<file path="src/rtl/sig_check_pkg.sv">
// Shared definitions for the signature-check sequencer: state encoding and
// default sizing for the reset window and run-cycle counter.
package sig_check_pkg;

  typedef enum logic [1:0] {
    ST_IDLE  = 2'd0,
    ST_RESET = 2'd1,
    ST_RUN   = 2'd2,
    ST_DONE  = 2'd3
  } sc_state_e;

  localparam int RST_CYCLES_DEF = 4;
  localparam int CNT_W_DEF      = 16;
  localparam int SIG_W          = 16;

endpackage

</file>
<file path="src/rtl/sig_check.sv">
// Sequences one self-test session: holds the core in reset, lets it run for a
// programmed number of cycles, then captures and compares the signature.
module sig_check
  import sig_check_pkg::*;
#(
  parameter int RST_CYCLES = RST_CYCLES_DEF,
  parameter int CNT_W      = CNT_W_DEF
) (
  input  logic             clk,
  input  logic             rst,
  input  logic             start,
  input  logic             abort,
  input  logic [CNT_W-1:0] run_cycles,
  input  logic [15:0]      golden_sig,
  input  logic [15:0]      sig_in,
  output logic             dut_rst,
  output logic             busy,
  output logic             done,
  output logic             pass,
  output logic [15:0]      sig_captured
);

  localparam logic [3:0] RST_LAST = 4'(RST_CYCLES - 1);

  sc_state_e        state_q, state_d;
  logic [3:0]       rcnt_q, rcnt_d;
  logic [CNT_W-1:0] cnt_q, cnt_d;
  logic [CNT_W-1:0] rc_q, rc_d;
  logic [15:0]      gold_q, gold_d;
  logic [15:0]      sig_q, sig_d;
  logic             dut_rst_q, dut_rst_d;
  logic             busy_q, busy_d;
  logic             done_q, done_d;
  logic             pass_q, pass_d;

  always_ff @(posedge clk or posedge rst) begin
    if (rst) begin
      state_q   <= ST_IDLE;
      rcnt_q    <= '0;
      cnt_q     <= '0;
      rc_q      <= '0;
      gold_q    <= '0;
      sig_q     <= '0;
      dut_rst_q <= 1'b1;
      busy_q    <= 1'b0;
      done_q    <= 1'b0;
      pass_q    <= 1'b0;
    end else begin
      state_q   <= state_d;
      rcnt_q    <= rcnt_d;
      cnt_q     <= cnt_d;
      rc_q      <= rc_d;
      gold_q    <= gold_d;
      sig_q     <= sig_d;
      dut_rst_q <= dut_rst_d;
      busy_q    <= busy_d;
      done_q    <= done_d;
      pass_q    <= pass_d;
    end
  end

  // Outputs are computed one cycle ahead so every port comes straight from a flop.
  always_comb begin
    state_d   = state_q;
    rcnt_d    = rcnt_q;
    cnt_d     = cnt_q;
    rc_d      = rc_q;
    gold_d    = gold_q;
    sig_d     = sig_q;
    dut_rst_d = dut_rst_q;
    busy_d    = busy_q;
    done_d    = done_q;
    pass_d    = pass_q;

    if (abort) begin
      state_d   = ST_IDLE;
      rcnt_d    = '0;
      cnt_d     = '0;
      dut_rst_d = 1'b1;
      busy_d    = 1'b0;
      done_d    = 1'b0;
      pass_d    = 1'b0;
    end else begin
      case (state_q)
        ST_IDLE, ST_DONE: begin
          if (start) begin
            state_d   = ST_RESET;
            rc_d      = run_cycles;
            gold_d    = golden_sig;
            rcnt_d    = '0;
            dut_rst_d = 1'b1;
            busy_d    = 1'b1;
            done_d    = 1'b0;
            pass_d    = 1'b0;
          end
        end
        ST_RESET: begin
          if (rcnt_q == RST_LAST) begin
            state_d   = ST_RUN;
            cnt_d     = '0;
            dut_rst_d = 1'b0;
          end else begin
            rcnt_d = rcnt_q + 4'd1;
          end
        end
        ST_RUN: begin
          // Compare before incrementing so the all-ones count ends without wrapping.
          if (cnt_q == rc_q) begin
            state_d   = ST_DONE;
            sig_d     = sig_in;
            pass_d    = (sig_in == gold_q);
            dut_rst_d = 1'b1;
            busy_d    = 1'b0;
            done_d    = 1'b1;
          end else begin
            cnt_d = cnt_q + 1'b1;
          end
        end
        default: state_d = ST_IDLE;
      endcase
    end
  end

  assign dut_rst      = dut_rst_q;
  assign busy         = busy_q;
  assign done         = done_q;
  assign pass         = pass_q;
  assign sig_captured = sig_q;

endmodule

</file>
<file path="config.mk">
export PLATFORM = sky130hd
export DESIGN_NAME = sig_check
export DESIGN_NICKNAME = d
export VERILOG_FILES = /design/src/rtl/sig_check_pkg.sv /design/src/rtl/sig_check.sv
export SDC_FILE = /design/constraint.sdc
export NUM_CORES = 1
export LEC_CHECK = 0
export ABC_AREA = 1
export CELL_PAD_IN_SITES_DETAIL_PLACEMENT = 1
export CELL_PAD_IN_SITES_GLOBAL_PLACEMENT = 1
export CORE_MARGIN = 2
export CORE_UTILIZATION = 43
export CTS_BUF_LIST = sky130_fd_sc_hd__clkbuf_8
export CTS_CLUSTER_DIAMETER = 200
export CTS_CLUSTER_SIZE = 20
export DETAILED_ROUTE_END_ITERATION = 16
export PLACE_DENSITY_LB_ADDON = 0.08
export SLEW_MARGIN = 25
export SYNTH_ARGS = -nofsm -noshare
export SYNTH_HDL_FRONTEND = slang
export SYNTH_SLANG_ARGS = --single-unit
</file>
<file path="constraint.sdc">
create_clock -name clk -period 4.4 [get_ports clk]
set_input_delay 0.88 -clock clk [delete_from_list [all_inputs] [get_ports clk]]
set_output_delay 0.88 -clock clk [all_outputs]
set_load 0.02 [all_outputs]
</file>
# Word level (Yosys, flattened, before mapping)
# Index checks and enable logic that the tools add are counted.
totals:
  out_inout_bits: 20
  word_cells: 62
  latch_bits: 0
  n_memories: 0
  rom_bits: 0
  ff_bits: 74
  ram_bits: 0
  in_bits: 52
op_classes:
  add_sub_neg: 2
  shifts: 0
  n_mux: 27
  n_mul: 0
  n_reduce_logical: 11
  bitwise: 1
  n_lt_le_gt_ge: 0
  n_eq_ne: 11
  div: 0
op_table:
  columns: ["cell", "n"]
  rows:
  - ["$mux W16", 3]
  - ["$eq A16 B16 Y1", 2]
  - ["$pmux W16 S2", 1]
  - ["$reduce_and A3 Y1", 6]
  - ["$add A16 B1 Y16 const B", 1]
  - ["$ne A3 B3 Y1 const B", 5]
  - ["$mux W4", 3]
  - ["$mux W1", 10]
  - ["$reduce_bool A3 Y1", 3]
  - ["$mux W2", 4]
  - ["$pmux W4 S2", 1]
  - ["$pmux W1 S2", 3]
  - ["$pmux W2 S3", 1]
  - ["$add A4 B1 Y4 const B", 1]
  - ["$eq A2 B2 Y1 const B", 2]
  - ["$eq A4 B2 Y1 const B", 1]
  - ["$pmux W1 S3", 1]
  - ["$eq A2 B1 Y1 const B", 1]
  - ["$logic_not A2 Y1", 1]
  - ["$reduce_or A2 Y1", 1]
  - ["$not A1 Y1", 1]

# Logic depth before layout (Yosys ltp)
# Gate-level depths: netlist of run 1.
logic_depth:
  word_depth: 4
  mapped_depth: 11
  ltp_nobuf: 11

# Worst setup path before layout of run 1
# Ideal clock, no wire load.
synth_path:
  path_type: "input port to flip-flop"
  start: "input port abort"
  end: "register sig_q[10] (netlist: sig_captured[10])"
  arrival_time_ns: 1.702
  slack_ns: 2.572
  n_path_buf: 1
  t_required_ns: 4.274
  stages: 5
  setup_time_ns: 0.126
  path_cell_list: "nor2_1 -> nand3_4 -> buf_2 -> nand2_1 -> o21ai_0"
synth_between:
  elab_chain_len: 2
synth_lines:
  columns: ["element", "line", "rtl"]
  rows:
  - ["start: declaration", "sig_check.sv:12", "input logic abort,"]
  - ["$not A1 Y1 (no line)", null, null]
  - ["$reduce_and A3 Y1 (no line)", null, null]
  - ["end signal: assignment", "sig_check.sv:54", "sig_q <= sig_d;"]
  - ["end: declaration", "sig_check.sv:30", "logic [15:0] sig_q, sig_d;"]
# Every way passes these cells.
# A chain may end at the register's enable or synchronous reset.

# Worst setup path after layout of run 1
layout_path:
  start: "input port abort"
  end: "register cnt_q[10]"
layout_between:
  elab_chain_len: 2
  elab_cells_between_ends: 5
  classes_between: "eq/ne: 2; mux: 1; reduce/logical: 2"
layout_lines:
  columns: ["element", "line", "rtl"]
  rows:
  - ["$ne A3 B3 Y1 (no line) / $reduce_bool A3 Y1 (equally long branches)", null, null]
  - ["$reduce_and A3 Y1 (no line)", null, null]
  - ["end signal: assignment", "sig_check.sv:51", "cnt_q <= cnt_d;"]
  - ["end: declaration", "sig_check.sv:27", "logic [CNT_W-1:0] cnt_q, cnt_d;"]
# Several ways; a longest one is shown, not always the timed one.

==> out/metrics.csv, run 1 <==
stage,metric,value,unit
clock_tree,H-tree depth,3,
clock_tree,hold_buf cts,0,
route,Post-Route WL,9660,um
yosys,Post-synth EDFFs,0,
timing,Final Cycle Share,63.2,%
route,routed length per placed instance,14.5,um
placed_design,HPWL after DPL,7160,um
clock_tree,Post-CTS Resized,0,
critical_path,Arrival @ worst endpoint,3050,ps
yosys,Mapped Nets,536,
critical_path,crit path kind,input pin to register,
yosys,Yosys top cell by area,dfrtp_1,
hold_path,worst min-delay path class,register to register,
timing,Setup TNS Final,0,ps
route,Vias/cell,5.05,
yosys,Synth top area share,46.8,%
yosys,warnings from Yosys,0,
yosys,synthesis-stage register bit count,74,
critical_path,Crit Reg-Reg Startpoint,state_q[0],
yosys,Post-Syn Area,3900,um2
clock_tree,Clock Sinks,74,
yosys,post-synthesis instance total,480,
placed_design,RePlAce Congestion,0.817,
grt,antenna violations before repair,0,
route,ANT nets after route,0,
timing,Final Hold Vio Count,0,
yosys,"Async S/R FF share, synth",100,%
route,DRC,0,
timing,Max Fclk,360,MHz
grt,global-route wire length before repair,16600,um
timing,Worst Clk Skew,9.31,ps
yosys,top-count cell post-synth,nand2_1,
yosys,synth cell count leaders,"nand2_1, dfrtp_1, inv_1",
timing,worst slew pin tran,721,ps
grt,GR Overflow Total,0,
yosys,"top cells by area, synth","dfrtp_1, nand2_1, inv_1",
grt,largest net degree at the start of global routing,53,
clock_tree,CTS tree,done,
critical_path,Crit. End Element,register,
clock_tree,clock slew at reported path FFs,80,ps
timing,relative slew slack,51.9,%
clock_tree,CTS Root Cell,clkbuf_8,
pwr,P per Cell Area,457,nW/um2
timing,RSZ-0062 raised after global routing,false,
floorplan,Initial Util,44.5,%
floorplan,Core ar.,8760,um2
pwr,Peak VDD IR,0.221,mV
clock_tree,setup bufs post-CTS,0,
floorplan,# IOs,72,
yosys,Synth Flop Type,dfrtp_1,
timing,"Min Clock Period, post-route",2780,ps
layout,final std cells w/o fill,664,
critical_path,worst endpoint required time,4670,ps
placed_design,port bufs,71,
floorplan,die footprint,9850,um2
critical_path,R2R cell count,8,
hold_path,Hold Path Sink,dut_rst,
floorplan,die height,99.2,um
route,drt first-iter violations,88,
floorplan,row cnt,34,
layout,Nets,607,
critical_path,flop-to-flop setup slack,1640,ps
grt,vias in the first global route,3678,
timing,setup violators final,0,
outcome,outcome,finished clean,
hold_path,HP Start,dut_rst,
grt,total global-route track usage,21.0,%
timing,"Slew Viols, Final",0,
clock_tree,number of CTS-inserted buffers,9,
layout,# diodes,0,
placed_design,Placed Cells,648,
critical_path,reg2reg end,cnt_q[10],
pwr,leakage power,2.28,nW
floorplan,die boundary width,99.2,um
yosys,synth unique cells,28,
clock_tree,clock tree buffer depth,2,
layout,ratio of cells with drive above 1 in the final layout,11.0,%
critical_path,"Max FO, Critical Path",35,
layout,final core occ,55.9,%
yosys,sequential-to-total area share from yosys stat,47.5,%
route,Vias,3356,
layout,Area Overhead vs Synth,25.7,%
critical_path,crit start category,input pin,
flow_run,Max-cap violations,0,
route,DRT Pass-1 Iters,4,
hold_path,number of cells on the worst hold path,2,
yosys,"Avg Cell Area, Syn",8.12,um2
clock_tree,"Clk Latency, worst-skew pair",350,ps
-- per-layer routing --
metal,vias to the layer above,share of wire [%],track usage (%)
met2,57,52,38.0
met3,12,4.1,4.92
met5,-,0,0
li1,1658,-,-
met4,0,1.5,6.95
met1,1629,43,24.5
-- how the worst max path moves through the flow --
stage | from | endpoint | slack, ps | depth (start not counted)
2_1_floorplan | rst | busy | 1640 | 1
3_3_place_gp | abort | cnt_q[10] | 1300 | 6
3_5_place_dp | abort | rc_q[3] | 1170 | 6
4_1_cts | abort | cnt_q[15] | 1570 | 6
5_1_grt | state_q[0] | cnt_q[10] | 1320 | 8
6_report | abort | cnt_q[10] | 1620 | 6
-- flip-flops by register name (all words and copies together) (netlist names) --
register and count:
busy 1, cnt_q 16, done 1, dut_rst 1
gold_q 16, pass 1, rc_q 16, rcnt_q 4
sig_captured 16, state_q 2
-- cells by family (layout without fill, tap and decap cells) --
kind of cell,Yosys count,in the layout,share of synthesized area [%]
and+or+nand+nor,232,232,25.2
buffers and inverters,78,154,8.41
DFF,74,74,47.5
AOI/OAI and AO/OA,60,60,9.46
xor gates and xnor gates,17,17,3.82
muxes,15,15,4.33
adders and majority gates,4,4,1.28
-- power breakdown --
part | internal [mW] | leakage (nW) | switching [mW]
Sequential | 0.850 | 0.938 | 0.114
Clock | 0.331 | 0.113 | 0.259
Combinational | 0.293 | 1.23 | 0.394
Total | 1.47 | 2.28 | 0.766
-- worst max-delay path: stages --
cell	delay, ps
clkdlybuf4s50_1	520
nor2_1	510
nand3_4	440
nand2_4	490
nand2_1	120
o21ai_2	70
-- metrics by stage --
step	hold WS, ps	cell area [um2]	power [mW]	setup WS (ps)
2_1_floorplan	467	3900	1.48	1640
3_3_place_gp	462	4680	1.62	1300
3_5_place_dp	476	4680	1.68	1170
4_1_cts	491	4900	2.27	1570
5_1_grt	507	4900	2.40	1320
6_report	483	4900	2.24	1620
-- area by class of cell --
cell class | count | area [um2]
Clock inverter | 6 | 81.3
Tap cell | 108 | 135
Clock buffer | 10 | 138
Multi-Input combinational cell | 328 | 1720
Fill cell | 1073 | 3860
Sequential cell | 74 | 1850
Timing Repair Buffer | 73 | 726
Inverter | 65 | 244
-- layout by cell type (no fill, tap or decap), drive strengths merged --
master / count
nand2: 136
dfrtp: 73
clkdlybuf4s50: 71
inv: 66
nor2: 47
o21ai: 39
nand3: 20
a21oi: 19
mux2: 15
xor2: 12
nor3: 11
nand4: 11
clkbuf: 10
xnor2: 5
ha: 4
or2: 3
nand3b: 2
nor3b: 2
clkinv: 2
bufinv: 2
buf: 2
a31oi: 1
o2111ai: 1
clkinvlp: 1
dfstp: 1
(Power assumes the default switching activity.)
==> run 2, diff against run 1 <==
CORE_UTILIZATION = 40   (was 43)
clock period = 2.9 ns   (was 4.4 ns; I/O delays follow)
==> run 2 against run 1 <==
Die area up 7.2%. First-iteration DRC count up 3.4%. Hold slack worse by 51 ps. Global-route usage up 0.50 points. Clock power up 30%. Cell count up 4.5%. Setup slack worse by 850 ps. Critical path depth up 2. Register-to-register slack worse by 870 ps. Sequential share of layout area down 0.23 points. Wire length up 5.8%. Non-clock buffer count up 5. Largest cell class unchanged. Highest routed layer unchanged.
==> out/metrics.csv, run 2 (synthesis results as in run 1) <==
stage,metric,value,unit
critical_path,crit path kind,register to register,
layout,final-layout fill cell count,1211,
timing,worst slew pin tran,490,ps
route,ANT nets after route,0,
critical_path,Arrival @ worst endpoint,2430,ps
pwr,power consumption,3.29,mW
placed_design,HPWL after DPL,7580,um
layout,most frequent cells in the layout,"nand2_1, dfrtp_1, clkdlybuf4s50_1",
clock_tree,"Clk Latency, worst-skew pair",380,ps
floorplan,die footprint,10600,um2
clock_tree,CTS Root Cell,clkbuf_8,
critical_path,Bufs and invs on worst path,2,
floorplan,die boundary width,103,um
grt,GR Overflow Total,0,
layout,register cell area after layout,1850,um2
layout,Area Overhead vs Synth,26.4,%
route,Post-Route WL,10200,um
route,DRT Pass-1 Iters,4,
pwr,P per Cell Area,666,nW/um2
route,Vias/cell,4.90,
timing,"Min Clock Period, post-route",2130,ps
floorplan,# IOs,72,
grt,global-route wire length before repair,17400,um
layout,final std cells w/o fill,694,
hold_path,worst min-delay path class,input pin to async pin,
clock_tree,clock tree buffer depth,2,
flow_run,Max-cap violations,0,
critical_path,Critical Path Max Stage Delay,450,ps
clock_tree,Clock Sinks,74,
layout,# diodes,0,
critical_path,worst endpoint required time,3200,ps
grt,largest net degree at the start of global routing,36,
timing,Max Fclk,470,MHz
layout,multi-input combinational cell area,1720,um2
timing,Final Cycle Share,73.4,%
placed_design,Placed Cells,678,
placed_design,RePlAce Congestion,0.785,
floorplan,row cnt,36,
critical_path,flop-to-flop setup slack,770,ps
floorplan,Core ar.,9640,um2
critical_path,crit start category,register,
route,drt first-iter violations,91,
critical_path,"Max FO, Critical Path",30,
layout,"commonest non-fill, non-tap cell in the layout",nand2_1,
clock_tree,H-tree depth,3,
critical_path,Crit. End Element,register,
clock_tree,Post-CTS Resized,0,
grt,total global-route track usage,21.5,%
timing,Setup TNS Final,0,ps
pwr,leakage power,2.28,nW
timing,Worst Clk Skew,13.1,ps
route,DRC,0,
placed_design,port bufs,71,
critical_path,cell family with most CP delay,simple AND/OR/NAND/NOR gates,
outcome,outcome,finished clean,
critical_path,CP max-delay cell,ha_1,
route,Vias,3399,
grt,antenna violations before repair,0,
clock_tree,CTS tree,done,
floorplan,die height,103,um
timing,Final Hold Vio Count,0,
clock_tree,clock slew at reported path FFs,90,ps
timing,"Slew Viols, Final",0,
critical_path,CP most frequent cell,inv_1,
timing,RSZ-0062 raised after global routing,false,
grt,vias in the first global route,3741,
layout,ratio of cells with drive above 1 in the final layout,11.9,%
layout,final core occ,51.2,%
route,routed length per placed instance,14.7,um
layout,Nets,612,
clock_tree,hold_buf cts,0,
critical_path,critical path cell sequence,"inv_1, ha_1, inv_1, nor2_1, nand3_4, nand2_4, nand2_1, o21ai_2",
clock_tree,number of CTS-inserted buffers,9,
clock_tree,setup bufs post-CTS,0,
pwr,Peak VDD IR,0.362,mV
floorplan,Initial Util,40.5,%
timing,relative slew slack,67.1,%
timing,setup violators final,0,
==> run 2: cell count changes in the layout (fill, tap and decap cells not counted), sizes merged <==
cell | previous run | this run
clkinvlp | 1 | 2
clkinv | 2 | 4
buf | 2 | 7
bufinv | 2 | 0
inv | 66 | 65
==> run 2: per-stage QoR <==
step | worst slack (ps) | hold slack [ps] | cell area (um2)
CTS | 769 | 423 | 4930
finish | 772 | 432 | 4930
floorplan | 440 | 467 | 3900
global placement | 557 | 452 | 4750
detailed placement | 441 | 469 | 4750
global route | 544 | 432 | 4930
==> run 2: metal layers <==
metal | vias to the layer above | track usage (%) | share of wire [%]
met2 | 53 | 38.5 | 52
met4 | 0 | 6.07 | 1.3
li1 | 1667 | - | -
met3 | 11 | 8.27 | 5.0
met1 | 1668 | 23.9 | 42
met5 | - | 0 | 0
==> run 2: path summary, 6_finish.rpt <==
check / startpoint / to / cells after the start
setup / recovery: state_q[0] / cnt_q[7] / 8
hold / removal: rst / done / 2
setup reg to reg: state_q[0] / cnt_q[7] / 8
hold reg to reg: dut_rst / dut_rst / 2
max in group asynchronous: rst / cnt_q[12] / 3
min in group clk: dut_rst / dut_rst / 2
==> run 2: cell type report <==
cell class	count	area share (%)
sequential	74	37.6
multi-input combinational	328	35.0
timing repair buffer	78	15.5
inverter	65	4.95
tap	133	3.37
clock buffer	10	2.79
clock inverter	6	0.863
==> run 2: power breakdown <==
part	leakage (nW)	switching, mW	internal, mW
sequential	0.938	0.167	1.29
clock	0.0882	0.433	0.333
combinational	1.25	0.611	0.453
total	2.28	1.21	2.08
==> run 3, diff against run 2 <==
clock period = 2.15 ns   (was 2.9 ns; I/O delays follow)
==> run 3 against run 2 <==
Hold slack better by 39 ps. Cell count is 0.72% higher. First-iteration DRC count is 48% lower. Critical path depth is 7 lower. Die area stayed put. Register-to-register slack worse by 480 ps. Total power is 39% higher. Sequential power is 34% higher. Via count is 0.15% higher. Largest power group unchanged.
==> out/metrics.csv, run 3 (synthesis results as in run 1) <==
stage,metric,value,unit
outcome,outcome,finished clean,
floorplan,Initial Util,40.5,%
clock_tree,Post-CTS Resized,0,
layout,final-layout fill cell count,1199,
route,drt first-iter violations,47,
clock_tree,CTS Root Cell,clkbuf_8,
critical_path,critical path cell sequence,clkdlybuf4s50_1,
grt,global-route wire length before repair,16600,um
layout,# diodes,0,
route,DRC,0,
clock_tree,"Clk Latency, worst-skew pair",350,ps
critical_path,CP max-delay cell,clkdlybuf4s50_1,
clock_tree,hold_buf cts,0,
grt,antenna violations before repair,0,
timing,"Slew Viols, Final",0,
floorplan,die footprint,10600,um2
clock_tree,clock slew at reported path FFs,70,ps
placed_design,DP Area,4820,um2
placed_design,RePlAce Congestion,0.748,
floorplan,row cnt,36,
critical_path,crit path kind,register to primary output,
critical_path,Arrival @ worst endpoint,1470,ps
floorplan,die height,103,um
pwr,P per Cell Area,910,nW/um2
critical_path,worst endpoint required time,1720,ps
placed_design,HPWL after DPL,7300,um
layout,ratio of cells with drive above 1 in the final layout,12.4,%
clock_tree,clock tree buffer depth,2,
critical_path,Bufs and invs on worst path,1,
timing,"Min Clock Period, post-route",1900,ps
floorplan,die boundary width,103,um
timing,setup violators final,0,
timing,RSZ-0062 raised after global routing,false,
floorplan,# IOs,72,
clock_tree,CTS tree,done,
timing,Worst Clk Skew,12.2,ps
timing,worst slew pin tran,499,ps
layout,Area Overhead vs Synth,28.5,%
grt,vias in the first global route,3600,
critical_path,Crit. End Element,primary output,
critical_path,"Max FO, Critical Path",2,
layout,multi-input combinational cell area,1720,um2
pwr,Peak VDD IR,0.391,mV
route,ANT nets after route,0,
timing,Final Cycle Share,88.4,%
layout,"commonest non-fill, non-tap cell in the layout",nand2_1,
route,routed length per placed instance,14.1,um
timing,relative slew slack,66.7,%
route,Post-Route WL,9890,um
grt,largest net degree at the start of global routing,75,
critical_path,Critical Path Max Stage Delay,590,ps
critical_path,crit start category,register,
layout,register cell area after layout,1850,um2
clock_tree,number of CTS-inserted buffers,9,
placed_design,port bufs,71,
pwr,leakage power,2.33,nW
timing,Max Fclk,526,MHz
floorplan,Core ar.,9640,um2
layout,Nets,618,
pwr,power consumption,4.56,mW
clock_tree,setup bufs post-CTS,0,
flow_run,Max-cap violations,0,
hold_path,worst min-delay path class,register to register,
grt,total global-route track usage,20.3,%
timing,Setup TNS Final,0,ps
critical_path,cell family with most CP delay,buffers and inverters,
layout,post-route cell area,5010,um2
grt,GR Overflow Total,0,
timing,Fin Hold WS,471,ps
route,DRT Pass-1 Iters,4,
timing,Final Hold Vio Count,0,
clock_tree,H-tree depth,3,
route,Vias/cell,4.87,
layout,most frequent cells in the layout,"nand2_1, dfrtp_1, clkdlybuf4s50_1",
clock_tree,Clock Sinks,74,
route,Vias,3404,
run 3: changes by cell type in the layout (fill, tap and decap cells not counted), sizes merged:
cell and change:
buf +6, clkinv -2, bufinv +1, clkinvlp -1, inv +1
run 3: final timing paths:
check	end	start	slack, ps	cells after the start
worst min register to register	dut_rst	dut_rst	470	2
worst min-delay path	dut_rst	dut_rst	470	2
worst max-delay path	dut_rst	dut_rst	250	1
worst max register to register	rc_q[5]	state_q[0]	290	6
max in group asynchronous	cnt_q[9]	rst	1270	3
min in group asynchronous	rcnt_q[1]	rst	530	3
run 3: layout make-up:
type / instances / area share, %
Multi-Input combinational cell: 328 / 34.4
Inverter: 65 / 4.95
Clock buffer: 10 / 2.75
Sequential cell: 74 / 37.0
Tap cell: 133 / 3.32
Clock inverter: 5 / 0.949
Timing Repair Buffer: 84 / 16.6
run 3: metal layers:
metal / vias to the layer above / wire length, um / track usage, %
met2: 50 / 5090 / 35.8
met5: - / 0 / 0
met1: 1667 / 4240 / 23.6
met4: 0 / 119 / 6.78
met3: 8 / 445 / 6.10
li1: 1679 / - / -
run 3: power breakdown:
part / internal (mW) / total [mW] / switching (mW)
Combinational: 0.682 / 1.52 / 0.837
Clock: 0.550 / 1.08 / 0.525
Sequential: 1.74 / 1.96 / 0.224
run 3: per-stage QoR:
step           setup WS (ps)  std cells  utilization (%)
3_5_place_dp            80.4        684             50.1
4_1_cts                  218        699             52.0
3_3_place_gp             148        684             50.1
2_1_floorplan            493        480                -
6_report                 249        699             52.0
5_1_grt                 97.4        699             52.0
